$ cat src/rtl/dsa_out_word_packer_if.sv
// Host-side bus of the output word packer: OUT_ADDR pointer load, OUT_DATA
// pop and the status readbacks. The packer owns the slave modport, the
// host bus bridge drives the master modport.
interface dsa_out_word_packer_if #(
  parameter int PIX_ADDR_W = 10,
  parameter int LEVEL_W    = 3
);
  // Handshake: pop is a single-cycle request with no ready. The head word is
  // valid on rdata whenever level != 0, in the same cycle the pop is raised,
  // and is consumed at the clock edge that samples pop. A pop with level == 0
  // reads 0 and still advances word_ptr. ptr_load is a single-cycle strobe
  // that restarts the stream and takes priority over everything else.
  logic                  ptr_load;
  logic [15:0]           ptr_wdata;
  logic [PIX_ADDR_W:0]   pix_count;
  logic                  pop;
  logic [31:0]           rdata;
  logic [15:0]           word_ptr;
  logic [LEVEL_W-1:0]    level;
  logic                  underflow;
  logic [15:0]           underflow_cnt;

  modport master (
    output ptr_load, ptr_wdata, pix_count, pop,
    input  rdata, word_ptr, level, underflow, underflow_cnt
  );

  modport slave (
    input  ptr_load, ptr_wdata, pix_count, pop,
    output rdata, word_ptr, level, underflow, underflow_cnt
  );
endinterface

$ cat src/rtl/dsa_out_word_packer.sv
// Output word packer: prefetches four 8-bit output pixels from the output
// BRAM read port, packs them little-endian into a 32-bit word and queues the
// words in a small FIFO so each host OUT_DATA read is served in the same
// cycle. Optional macro DSA_PACK_UNDERFLOW_CNT_EN enables the saturating
// underflow event counter; without it underflow_cnt reads 0.
module dsa_out_word_packer #(
  parameter int IMG_MAX_W  = 32,
  parameter int IMG_MAX_H  = 32,
  parameter int FIFO_DEPTH = 4,
  localparam int PIX_ADDR_W = $clog2(IMG_MAX_W * IMG_MAX_H)
) (
  input  logic                   clk,
  input  logic                   rst_n,
  dsa_out_word_packer_if.slave   bus,
  output logic [PIX_ADDR_W-1:0]  mem_addr,
  input  logic [7:0]             mem_q,
  output logic [1:0]             state_dbg
);

  localparam int PTR_W   = $clog2(FIFO_DEPTH);
  localparam int LEVEL_W = PTR_W + 1;

  localparam logic [1:0] S_IDLE    = 2'd0;
  localparam logic [1:0] S_ISSUE   = 2'd1;
  localparam logic [1:0] S_CAPTURE = 2'd2;

  logic [1:0]            state;
  logic [1:0]            idx;
  logic [15:0]           fetch_ptr;
  logic [15:0]           word_ptr;
  logic [16:0]           end_words;
  logic [PIX_ADDR_W:0]   pix_cnt_q;
  logic [31:0]           word_sr;
  logic [31:0]           fifo_mem [FIFO_DEPTH];
  logic [PTR_W-1:0]      rd_ptr;
  logic [PTR_W-1:0]      wr_ptr;
  logic [LEVEL_W-1:0]    level;
  logic [16:0]           skip_cnt;
  logic                  underflow;

  logic                  start_idle;
  logic                  start_cap;
  logic                  pop_hit;
  logic                  pop_empty;
  logic                  pending;
  logic                  uf_pop;
  logic                  push_req;
  logic                  discard;
  logic                  push;
  logic                  cap_en;
  logic [1:0]            cap_sel;
  logic [7:0]            cap_byte;
  logic [31:0]           push_word;

  assign state_dbg     = state;
  assign bus.word_ptr  = word_ptr;
  assign bus.level     = level;
  assign bus.underflow = underflow;

  // Fetch scheduling, pop classification and byte capture/masking.
  always_comb begin
    // A fetch may start only while words remain and a FIFO slot can be reserved.
    start_idle = ({1'b0, fetch_ptr} < end_words) && (level < LEVEL_W'(FIFO_DEPTH));
    // From CAPTURE the word being pushed still holds its slot this cycle.
    start_cap  = (({1'b0, fetch_ptr} + 17'd1) < end_words) &&
                 (level < LEVEL_W'(FIFO_DEPTH - 1));
    pop_hit    = bus.pop && (level != '0);
    pop_empty  = bus.pop && (level == '0);
    // With the FIFO empty the requested word index is fetch_ptr + skip_cnt.
    pending    = ({2'b00, fetch_ptr} + {1'b0, skip_cnt}) < {1'b0, end_words};
    uf_pop     = pop_empty && pending;
    push_req   = (state == S_CAPTURE);
    // Words already claimed by underflow pops are dropped to keep alignment.
    discard    = push_req && ((skip_cnt != '0) || uf_pop);
    push       = push_req && !discard;
    cap_en     = ((state == S_ISSUE) && (idx != 2'd0)) || (state == S_CAPTURE);
    cap_sel    = (state == S_CAPTURE) ? 2'd3 : (idx - 2'd1);
    cap_byte   = (32'({fetch_ptr, cap_sel}) < 32'(pix_cnt_q)) ? mem_q : 8'h00;
    push_word  = {cap_byte, word_sr[31:8]};
    mem_addr   = (state == S_ISSUE) ? PIX_ADDR_W'({fetch_ptr, idx}) : '0;
    bus.rdata  = (level != '0) ? fifo_mem[rd_ptr] : 32'd0;
  end

  // Fetch FSM, pointers, FIFO bookkeeping and the sticky underflow flag.
  always_ff @(posedge clk or negedge rst_n) begin
    if (!rst_n) begin
      state     <= S_IDLE;
      idx       <= 2'd0;
      fetch_ptr <= 16'd0;
      word_ptr  <= 16'd0;
      end_words <= 17'd0;
      pix_cnt_q <= '0;
      word_sr   <= 32'd0;
      rd_ptr    <= '0;
      wr_ptr    <= '0;
      level     <= '0;
      skip_cnt  <= 17'd0;
      underflow <= 1'b0;
    end else if (bus.ptr_load) begin
      state     <= S_IDLE;
      idx       <= 2'd0;
      fetch_ptr <= bus.ptr_wdata;
      word_ptr  <= bus.ptr_wdata;
      end_words <= 17'((32'(bus.pix_count) + 32'd3) >> 2);
      pix_cnt_q <= bus.pix_count;
      word_sr   <= 32'd0;
      rd_ptr    <= '0;
      wr_ptr    <= '0;
      level     <= '0;
      skip_cnt  <= 17'd0;
      underflow <= 1'b0;
    end else begin
      case (state)
        S_IDLE: begin
          if (start_idle) begin
            state <= S_ISSUE;
            idx   <= 2'd0;
          end
        end
        S_ISSUE: begin
          idx <= idx + 2'd1;
          if (idx == 2'd3) state <= S_CAPTURE;
        end
        S_CAPTURE: begin
          fetch_ptr <= fetch_ptr + 16'd1;
          idx       <= 2'd0;
          state     <= start_cap ? S_ISSUE : S_IDLE;
        end
        default: state <= S_IDLE;
      endcase

      if (cap_en && (state == S_ISSUE)) word_sr <= push_word;

      if (push)    wr_ptr <= wr_ptr + PTR_W'(1);
      if (pop_hit) rd_ptr <= rd_ptr + PTR_W'(1);
      if (push && !pop_hit)      level <= level + LEVEL_W'(1);
      else if (!push && pop_hit) level <= level - LEVEL_W'(1);

      if (uf_pop && !discard)      skip_cnt <= skip_cnt + 17'd1;
      else if (!uf_pop && discard) skip_cnt <= skip_cnt - 17'd1;

      if (bus.pop && (word_ptr != 16'hFFFF)) word_ptr <= word_ptr + 16'd1;
      if (uf_pop) underflow <= 1'b1;
    end
  end

  // FIFO storage; contents are qualified by level so no reset is needed.
  always_ff @(posedge clk) begin
    if (push) fifo_mem[wr_ptr] <= push_word;
  end

`ifdef DSA_PACK_UNDERFLOW_CNT_EN
  logic [15:0] uf_cnt;
  assign bus.underflow_cnt = uf_cnt;

  // Saturating count of underflow pops, restarted by each pointer load.
  always_ff @(posedge clk or negedge rst_n) begin
    if (!rst_n)                          uf_cnt <= 16'd0;
    else if (bus.ptr_load)               uf_cnt <= 16'd0;
    else if (uf_pop && uf_cnt != 16'hFFFF) uf_cnt <= uf_cnt + 16'd1;
  end
`else
  assign bus.underflow_cnt = 16'd0;
`endif

endmodule

$ cat src/flat_wrapper.sv
// flat-port wrapper written by rule: the top's interface ports become plain ports
module dsa_out_word_packer_flat 
#(
  parameter int IMG_MAX_W  = 32,
  parameter int IMG_MAX_H  = 32,
  parameter int FIFO_DEPTH = 4,
  localparam int PIX_ADDR_W = $clog2(IMG_MAX_W * IMG_MAX_H)
)
  (clk, rst_n, mem_addr, mem_q, state_dbg, bus_ptr_load, bus_ptr_wdata, bus_pix_count, bus_pop, bus_rdata, bus_word_ptr, bus_level, bus_underflow, bus_underflow_cnt);
  dsa_out_word_packer_if bus_i ();
  input  logic clk;
  input  logic rst_n;
  output logic [PIX_ADDR_W-1:0] mem_addr;
  input  logic [7:0] mem_q;
  output logic [1:0] state_dbg;
  input wire logic [$bits(bus_i.ptr_load)-1:0] bus_ptr_load;
  input wire logic [$bits(bus_i.ptr_wdata)-1:0] bus_ptr_wdata;
  input wire logic [$bits(bus_i.pix_count)-1:0] bus_pix_count;
  input wire logic [$bits(bus_i.pop)-1:0] bus_pop;
  output wire logic [$bits(bus_i.rdata)-1:0] bus_rdata;
  output wire logic [$bits(bus_i.word_ptr)-1:0] bus_word_ptr;
  output wire logic [$bits(bus_i.level)-1:0] bus_level;
  output wire logic [$bits(bus_i.underflow)-1:0] bus_underflow;
  output wire logic [$bits(bus_i.underflow_cnt)-1:0] bus_underflow_cnt;
  assign bus_i.ptr_load = bus_ptr_load;
  assign bus_i.ptr_wdata = bus_ptr_wdata;
  assign bus_i.pix_count = bus_pix_count;
  assign bus_i.pop = bus_pop;
  assign bus_rdata = bus_i.rdata;
  assign bus_word_ptr = bus_i.word_ptr;
  assign bus_level = bus_i.level;
  assign bus_underflow = bus_i.underflow;
  assign bus_underflow_cnt = bus_i.underflow_cnt;
  dsa_out_word_packer #(.IMG_MAX_W(IMG_MAX_W), .IMG_MAX_H(IMG_MAX_H), .FIFO_DEPTH(FIFO_DEPTH)) u_core (.clk(clk), .rst_n(rst_n), .bus(bus_i), .mem_addr(mem_addr), .mem_q(mem_q), .state_dbg(state_dbg));
endmodule
$ cat config.mk
export PLATFORM = sky130hd
export DESIGN_NAME = dsa_out_word_packer_flat
export DESIGN_NICKNAME = d
export VERILOG_FILES = /design/src/rtl/dsa_out_word_packer_if.sv /design/src/rtl/dsa_out_word_packer.sv /design/src/flat_wrapper.sv
export SDC_FILE = /design/constraint.sdc
export NUM_CORES = 1
export LEC_CHECK = 0
export ABC_CLOCK_PERIOD_IN_PS = 8100
export CELL_PAD_IN_SITES_DETAIL_PLACEMENT = 1
export CELL_PAD_IN_SITES_GLOBAL_PLACEMENT = 1
export CORE_ASPECT_RATIO = 1.25
export CORE_MARGIN = 10
export CORE_UTILIZATION = 35
export DETAILED_ROUTE_END_ITERATION = 7
export PLACE_DENSITY = 0.69
export SYNTH_ARGS = -nofsm -noshare
export SYNTH_HDL_FRONTEND = slang
export SYNTH_SLANG_ARGS = --single-unit
$ cat constraint.sdc
create_clock -name clk -period 8.1 [get_ports clk]
set_clock_uncertainty 0.15 [all_clocks]
set_input_delay 2.025 -clock clk [delete_from_list [all_inputs] [get_ports clk]]
set_output_delay 2.025 -clock clk [all_outputs]
set_load 0.01 [all_outputs]
==> results of run 1 <==
cell families (layout without fill, tap and decap cells):
kind of cell    after synthesis  in the layout  synth area share (%)
simple gates                323            323                 13.03
buf+inv                     105            208                 3.648
other cells                   1             16               0.02908
flops                       234            234                 50.38
xor+xnor                     71             71                 4.822
mux                          78             78                 9.480
fa+ha+maj                    84             84                 8.325
compound gates              190            190                 10.29
area by class of cell:
type	instances	area [µm²]
well taps	480	600.6
fillers	3904	20950
clock inverters	15	292.8
repair buffers	118	1134
flip-flops and latches	234	6499
inverters	44	165.2
clock buffers	31	668.1
multi-input cells	762	5995
power by group through the flow:
stage	sequential (mW)	clock (mW)	combinational, mW
5_1_grt	1.60	1.42	2.93
4_1_cts	1.59	1.37	2.66
2_1_floorplan	1.52	0	1.94
3_5_place_dp	1.61	0	2.64
3_3_place_gp	1.60	0	2.59
6_report	1.58	1.34	2.63
per-stage QoR:
stage | utilization (%) | hold slack, ps | setup slack, ps | cell area (µm²) | total power, mW
finish | 42.29 | 367.2 | 1182 | 15350 | 5.551
floorplan | - | 326.3 | 2186 | 12950 | 3.459
detailed placement | 39.64 | 361.6 | 1023 | 14390 | 4.250
global route | 42.29 | 403.6 | 469.6 | 15350 | 5.950
CTS | 42.29 | 371.7 | 1165 | 15350 | 5.620
global placement | 39.64 | 353.5 | 1142 | 14390 | 4.192
worst max-delay path, stage by stage (launching register included):
cell and delay, ps:
dfrtp_1 360, buf_4 180, ha_1 350, a21o_1 210, a2111oi_0 400, a21oi_1 200, xor2_1 180, ha_1 340
a221o_1 340, nor4_1 290, nand4_1 160, nor4_1 290, nand4_1 200, nor2_1 240, inv_1 310, ha_1 430
nor2b_1 160, o31ai_1 440, a2111oi_0 270, o31a_1 400, nand4_1 110, nand2_1 60, a21o_1 210, or4_1 390
a31oi_1 140
routing by layer:
metal	global-route usage, %	vias up
li1	-	4159
met1	17.31	4346
met2	26.70	153
met3	2.547	54
met4	4.137	0
met5	0	-
worst max-delay path by stage:
| stage | from | to | slack [ps] | cells after the start |
|---|---|---|---|---|
| CTS | u_core.fetch_ptr[7]$_DFFE_PN0P_ | u_core.skip_cnt[16]$_DFFE_PN0P_ | 1160 | 24 |
| detailed placement | bus_pop | u_core.skip_cnt[16]$_DFFE_PN0P_ | 1020 | 18 |
| finish | u_core.fetch_ptr[7]$_DFFE_PN0P_ | u_core.skip_cnt[16]$_DFFE_PN0P_ | 1180 | 24 |
| floorplan | u_core.fetch_ptr[0]$_DFFE_PN0P_ | u_core.skip_cnt[16]$_DFFE_PN0P_ | 2190 | 24 |
| global placement | bus_pop | u_core.skip_cnt[16]$_DFFE_PN0P_ | 1140 | 18 |
| global route | u_core.fetch_ptr[7]$_DFFE_PN0P_ | u_core.skip_cnt[16]$_DFFE_PN0P_ | 470 | 24 |
flip-flops by register name, summed over array words and instances (netlist names):
name                  flops
u_core.state_dbg          2
u_core.rd_ptr             2
u_core.fifo_mem         128
u_core.word_sr           24
u_core.end_words         10
u_core.skip_cnt          17
u_core.wr_ptr             2
u_core.fetch_ptr         16
u_core.bus.word_ptr      16
u_core.bus.underflow      1
u_core.pix_cnt_q         11
u_core.idx                2
u_core.bus.level          3
cells in the mapped netlist (5+ instances only):
master	n
a21o_1	20
a21oi_1	50
a22o_1	24
a31oi_1	10
and2_1	26
and3_1	10
and4_1	5
buf_1	8
buf_4	16
clkbuf_1	32
dfrtp_1	106
edfxtp_1	128
ha_1	81
inv_1	43
mux2_2	23
mux2i_1	22
mux4_2	32
nand2_1	61
nand2b_1	7
nand3_1	32
nand4_1	15
nor2_1	72
nor2b_1	42
nor3_1	19
nor4_1	10
o211ai_1	6
o21a_1	7
o21ai_0	29
xnor2_1	51
xor2_1	20
==> flow_summary.json, run 1 <==
{
  "status": "completed",
  "mostFrequentLayoutCells": "edfxtp_1 (128), dfrtp_1 (104), clkdlybuf4s50_1 (100)",
  "worstSetupPathType": "reg2reg",
  "row_count": 78,
  "grt_pass1_wl_um": 53780,
  "cts_setup_buffers": 0,
  "dr_wl_met3_um": 1502,
  "internal_power_mw": 3.501,
  "syn_area_mm2": 0.01289,
  "start_kind": "register",
  "vias": 8712,
  "path_clk_slew_ps": 60,
  "crit_required_ps": 8410,
  "grt_pass1_vias": 9405,
  "grt_setup_unrepaired": "false",
  "fin_cells": 1684,
  "route.detailed.drc": 0,
  "tritoncts.num_buffers": 25,
  "async_reset_ff_share_pct": 45.30,
  "synth_cells": 1086,
  "drt-initial-drc-count": 420,
  "hold_end": "u_core.bus.underflow$_DFFE_PN0P_",
  "whs_path_depth": 2,
  "reg2reg_to": "u_core.skip_cnt[16]$_DFFE_PN0P_",
  "ys.warnings.count": 0,
  "avgSynthCellArea_um2": 11.87,
  "die_h_um": 234.6,
  "layout-drive-gt1-share_pct": 11.30,
  "wl_met2_um": 17400,
  "insertedDiodeCount": 0,
  "period_minus_slack_ps": 6918,
  "cts_tree": "built",
  "num_io_pins": 119,
  "postCtsHoldBufs": 0,
  "die_x_um": 191.7,
  "wl_met1_um": 13890,
  "tightest_slew_ps": 878.1,
  "clock_latency_ps": 550,
  "arrival_ps": 7230,
  "p_clk_share_pct": 24.2,
  "start_util_pct": 35.52,
  "detail_route.wl_per_cell_um": 20.04,
  "dpl.cell_count": 1638,
  "p_comb_share_pct": 47.4,
  "peakVddDrop_v": 0.0002028,
  "fin_setup_tns_ps": 0,
  "nets": 1308,
  "hold_viol": 0,
  "htree_num_levels": 1,
  "synth_top_area_share_pct": 29.81,
  "ys_ff_latch": 234,
  "area_growth_pct": 19.07,
  "gp_congestion": 0.8544,
  "wl_um": 33750,
  "core_mm2": 0.03630,
  "yosysUniqueCellTypes": 76,
  "synth_area_leaders": "edfxtp_1 (30%), dfrtp_1 (21%), ha_1 (7.9%), mux4_2 (5.6%), xnor2_1 (3.5%)",
  "via_per_inst": 5.173,
  "clock_sinks": 234,
  "maxSlewViolCount": 0,
  "grt_max_degree": 71,
  "io_buffers": 102,
  "cts-root-buf": "clkbuf_16",
  "setup_viol_count_final": 0,
  "drv_cap": 0,
  "maxUsedRoutingLayer": "met4",
  "antenna_found_initial": 0,
  "synth_edf_count": 128,
  "power.density_mw_per_mm2": 361.5,
  "end_kind": "register",
  "p_sw_share_pct": 36.93,
  "hp-class": "reg2reg",
  "track_usage_pct": 14.75,
  "reg2reg_depth": 24,
  "dr.pass1.iters": 6,
  "final_common_cell": "edfxtp_1",
  "min-delay-start": "u_core.bus.underflow$_DFFE_PN0P_",
  "synth_top_area_cell": "edfxtp_1",
  "p_switching_mw": 2.050,
  "p_seq_share_pct": 28.5,
  "finalCritPeriodShare_pct": 85.41,
  "r2r_slack_ps": 1180,
  "clock_path_buffers": 3,
  "antenna_left": 0,
  "grt_overflow": 0,
  "dieArea_mm2": 0.04497,
  "dpl.hpwl_um": 24210,
  "relSlewSlack_pct": 40.21,
  "max_freq_mhz": 144.5,
  "leakage_nw": 6.263,
  "post_cts_resized": 0,
  "cp_max_fo": 15,
  "seq_area_frac_synth_pct": 50.38,
  "synthFlopType": "edfxtp_1",
  "r2r-start": "u_core.fetch_ptr[7]$_DFFE_PN0P_"
}
(Power assumes the default switching activity.)
==> inputs of run 2 (changes only) <==
--- a/config.mk
+++ b/config.mk
@@ -13,6 +13,7 @@
 export CORE_UTILIZATION = 35
 export DETAILED_ROUTE_END_ITERATION = 7
 export PLACE_DENSITY = 0.69
+export SETUP_SLACK_MARGIN = 0.2
 export SYNTH_ARGS = -nofsm -noshare
 export SYNTH_HDL_FRONTEND = slang
 export SYNTH_SLANG_ARGS = --single-unit
==> constraint.sdc (replaced) <==
create_clock -name clk -period 8.1 [get_ports clk]
set_clock_uncertainty 0.15 [all_clocks]
set_input_delay 2.025 -clock clk [delete_from_list [all_inputs] [get_ports clk]]
set_output_delay 2.025 -clock clk [all_outputs]
set_load 0.005 [all_outputs]
==> results of run 2 <==
Same layout as run 1 (identical final DEF). Status: completed.
Main changes from that run: total power 5.551 mW -> 5.507 mW; worst IR drop on VDD 0.0002028 V -> 0.0002027 V
==> inputs of run 3 (changes only) <==
--- a/config.mk
+++ b/config.mk
@@ -5,7 +5,7 @@
 export SDC_FILE = /design/constraint.sdc
 export NUM_CORES = 1
 export LEC_CHECK = 0
-export ABC_CLOCK_PERIOD_IN_PS = 8100
+export ABC_CLOCK_PERIOD_IN_PS = 8070
 export CELL_PAD_IN_SITES_DETAIL_PLACEMENT = 1
 export CELL_PAD_IN_SITES_GLOBAL_PLACEMENT = 1
 export CORE_ASPECT_RATIO = 1.25
==> constraint.sdc (replaced) <==
create_clock -name clk -period 8.07 [get_ports clk]
set_clock_uncertainty 0.15 [all_clocks]
set_input_delay 2.0175 -clock clk [delete_from_list [all_inputs] [get_ports clk]]
set_output_delay 2.0175 -clock clk [all_outputs]
set_load 0.005 [all_outputs]
==> flow_summary.json, run 3 (synthesis gave the netlist of run 1 again) <==
{
  "num_io_pins": 119,
  "grt_pass1_wl_um": 52910,
  "cts_tree": "built",
  "drt-initial-drc-count": 363,
  "tritoncts.num_buffers": 26,
  "crit_required_ps": 8360,
  "arrival_ps": 7260,
  "max_stage_delay_ps": 430,
  "fillers": 3924,
  "antenna_found_initial": 0,
  "peakVddDrop_v": 0.0001725,
  "track_usage_pct": 14.51,
  "insertedDiodeCount": 0,
  "fin_setup_tns_ps": 0,
  "die_x_um": 191.7,
  "end_kind": "register",
  "r2r-start": "u_core.fetch_ptr[7]$_DFFE_PN0P_",
  "worstSetupPathType": "reg2reg",
  "postCtsHoldBufs": 0,
  "slowest_stage": "a2111oi_0",
  "row_count": 78,
  "grt_overflow": 0,
  "p_seq_share_pct": 29.2,
  "grt_setup_unrepaired": "false",
  "cts-root-buf": "clkbuf_16",
  "clock_sinks": 234,
  "crit_chain": "buf_4, ha_1, a21o_1, a2111oi_0, a21oi_1, xor2_1, ha_1, a221o_1, nor4_1, nand4_1, nor4_1, nand4_1, nor2_1, inv_1, ha_1, nor2b_1, o31ai_1, a2111oi_0, o31a_1, nand4_1, nand2_1, a21o_1, or4_1, a31oi_1",
  "grt_max_degree": 71,
  "dr.pass1.iters": 4,
  "crit_buf_inv": 2,
  "p_comb_share_pct": 47.5,
  "hp-class": "reg2reg",
  "nets": 1309,
  "p_switching_mw": 1.992,
  "largest_reg_flops": 128,
  "p_sw_share_pct": 36.67,
  "setup_viol_count_final": 0,
  "core_mm2": 0.03630,
  "wl_um": 33400,
  "clock_path_buffers": 3,
  "mostFrequentLayoutCells": "edfxtp_1 (128), dfrtp_1 (104), clkdlybuf4s50_1 (100)",
  "power.density_mw_per_mm2": 354.7,
  "cp_max_fo": 15,
  "via_per_inst": 5.148,
  "p_clk_share_pct": 23.3,
  "finalCritPeriodShare_pct": 86.35,
  "dieArea_mm2": 0.04497,
  "internal_power_mw": 3.440,
  "status": "completed",
  "maxSlewViolCount": 0,
  "start_util_pct": 35.52,
  "die_h_um": 234.6,
  "final_util_pct": 42.19,
  "grt_pass1_vias": 9353,
  "path_clk_slew_ps": 60,
  "antenna_left": 0,
  "area_growth_pct": 18.78,
  "tightest_slew_ps": 874.5,
  "gp_congestion": 0.8510,
  "layout-drive-gt1-share_pct": 11.28,
  "start_kind": "register",
  "post_cts_resized": 0,
  "detail_route.wl_per_cell_um": 19.81,
  "clock_latency_ps": 540,
  "cts_setup_buffers": 0,
  "io_buffers": 102,
  "dpl.hpwl_um": 24070,
  "route.detailed.drc": 0,
  "top_regs": "u_core.fifo_mem: 128 flops, u_core.word_sr: 24 flops, u_core.skip_cnt: 17 flops",
  "min-delay-start": "u_core.bus.underflow$_DFFE_PN0P_",
  "vias": 8680,
  "critPathTopFamily": "compound AO/OA/AOI/OAI gates",
  "critPathLaunch": "u_core.fetch_ptr[7]$_DFFE_PN0P_",
  "max_freq_mhz": 143.5,
  "drv_cap": 0,
  "relSlewSlack_pct": 40.46,
  "period_minus_slack_ps": 6968,
  "leakage_nw": 6.225,
  "hold_viol": 0,
  "regMostFlops": "u_core.fifo_mem",
  "final_common_cell": "edfxtp_1",
  "htree_num_levels": 1
}
## run 3: routing by layer
layer  up-vias  track usage [%]  share of wire, %
met5         -                0                 0
met4         0            2.577               1.2
met3        26            2.606               4.4
met2       132            26.51                52
met1      4348            17.31                42
li1       4174                -                 -
## run 3: area by class of cell
class	count	area (µm²)	share of cell area [%]
inverter	44	165.2	1.078
tap	480	600.6	3.921
clock inverter	14	222.7	1.454
multi-input combinational	762	5995	39.14
timing repair buffer	118	1134	7.401
sequential	234	6499	42.43
clock buffer	34	700.7	4.575
## run 3: worst paths after layout
check | cells after the start | end | slack [ps]
worst max-delay path | 24 | u_core.skip_cnt[16]$_DFFE_PN0P_ | 1100
worst min-delay path | 2 | u_core.bus.underflow$_DFFE_PN0P_ | 360
worst max register to register | 24 | u_core.skip_cnt[16]$_DFFE_PN0P_ | 1100
worst min register to register | 2 | u_core.bus.underflow$_DFFE_PN0P_ | 360
max in group asynchronous | 2 | u_core.rd_ptr[0]$_DFFE_PN0P_ | 5110
min in group asynchronous | 1 | u_core.pix_cnt_q[1]$_DFFE_PN0P_ | 1360
## run 3: worst min-delay path: stages, from the launching register on
cell and delay [ps]:
dfrtp_1 370, inv_1 50, a21oi_1 50
## run 3: per-stage QoR
stage                     instances  power [mW]  hold WS (ps)  cell area (µm²)  worst slack (ps)
after CTS                      1686       5.512         370.8            15320              1146
after global routing           1686       5.847         407.2            15320             515.4
final                          1686       5.433         364.2            15320              1102
after global placement         1638       4.165         354.2            14390              1172
after detailed placement       1638       4.218         356.6            14390             998.8
after floorplan                1101       3.429         326.3            12950              2156
## run 3: power by group through the flow
| stage | Clock, mW | Combinational (mW) | Sequential [mW] |
|---|---|---|---|
| global placement | 0 | 2.56 | 1.61 |
| floorplan | 0 | 1.91 | 1.52 |
| global route | 1.35 | 2.88 | 1.61 |
| detailed placement | 0 | 2.60 | 1.62 |
| finish | 1.26 | 2.58 | 1.59 |
| CTS | 1.30 | 2.62 | 1.59 |
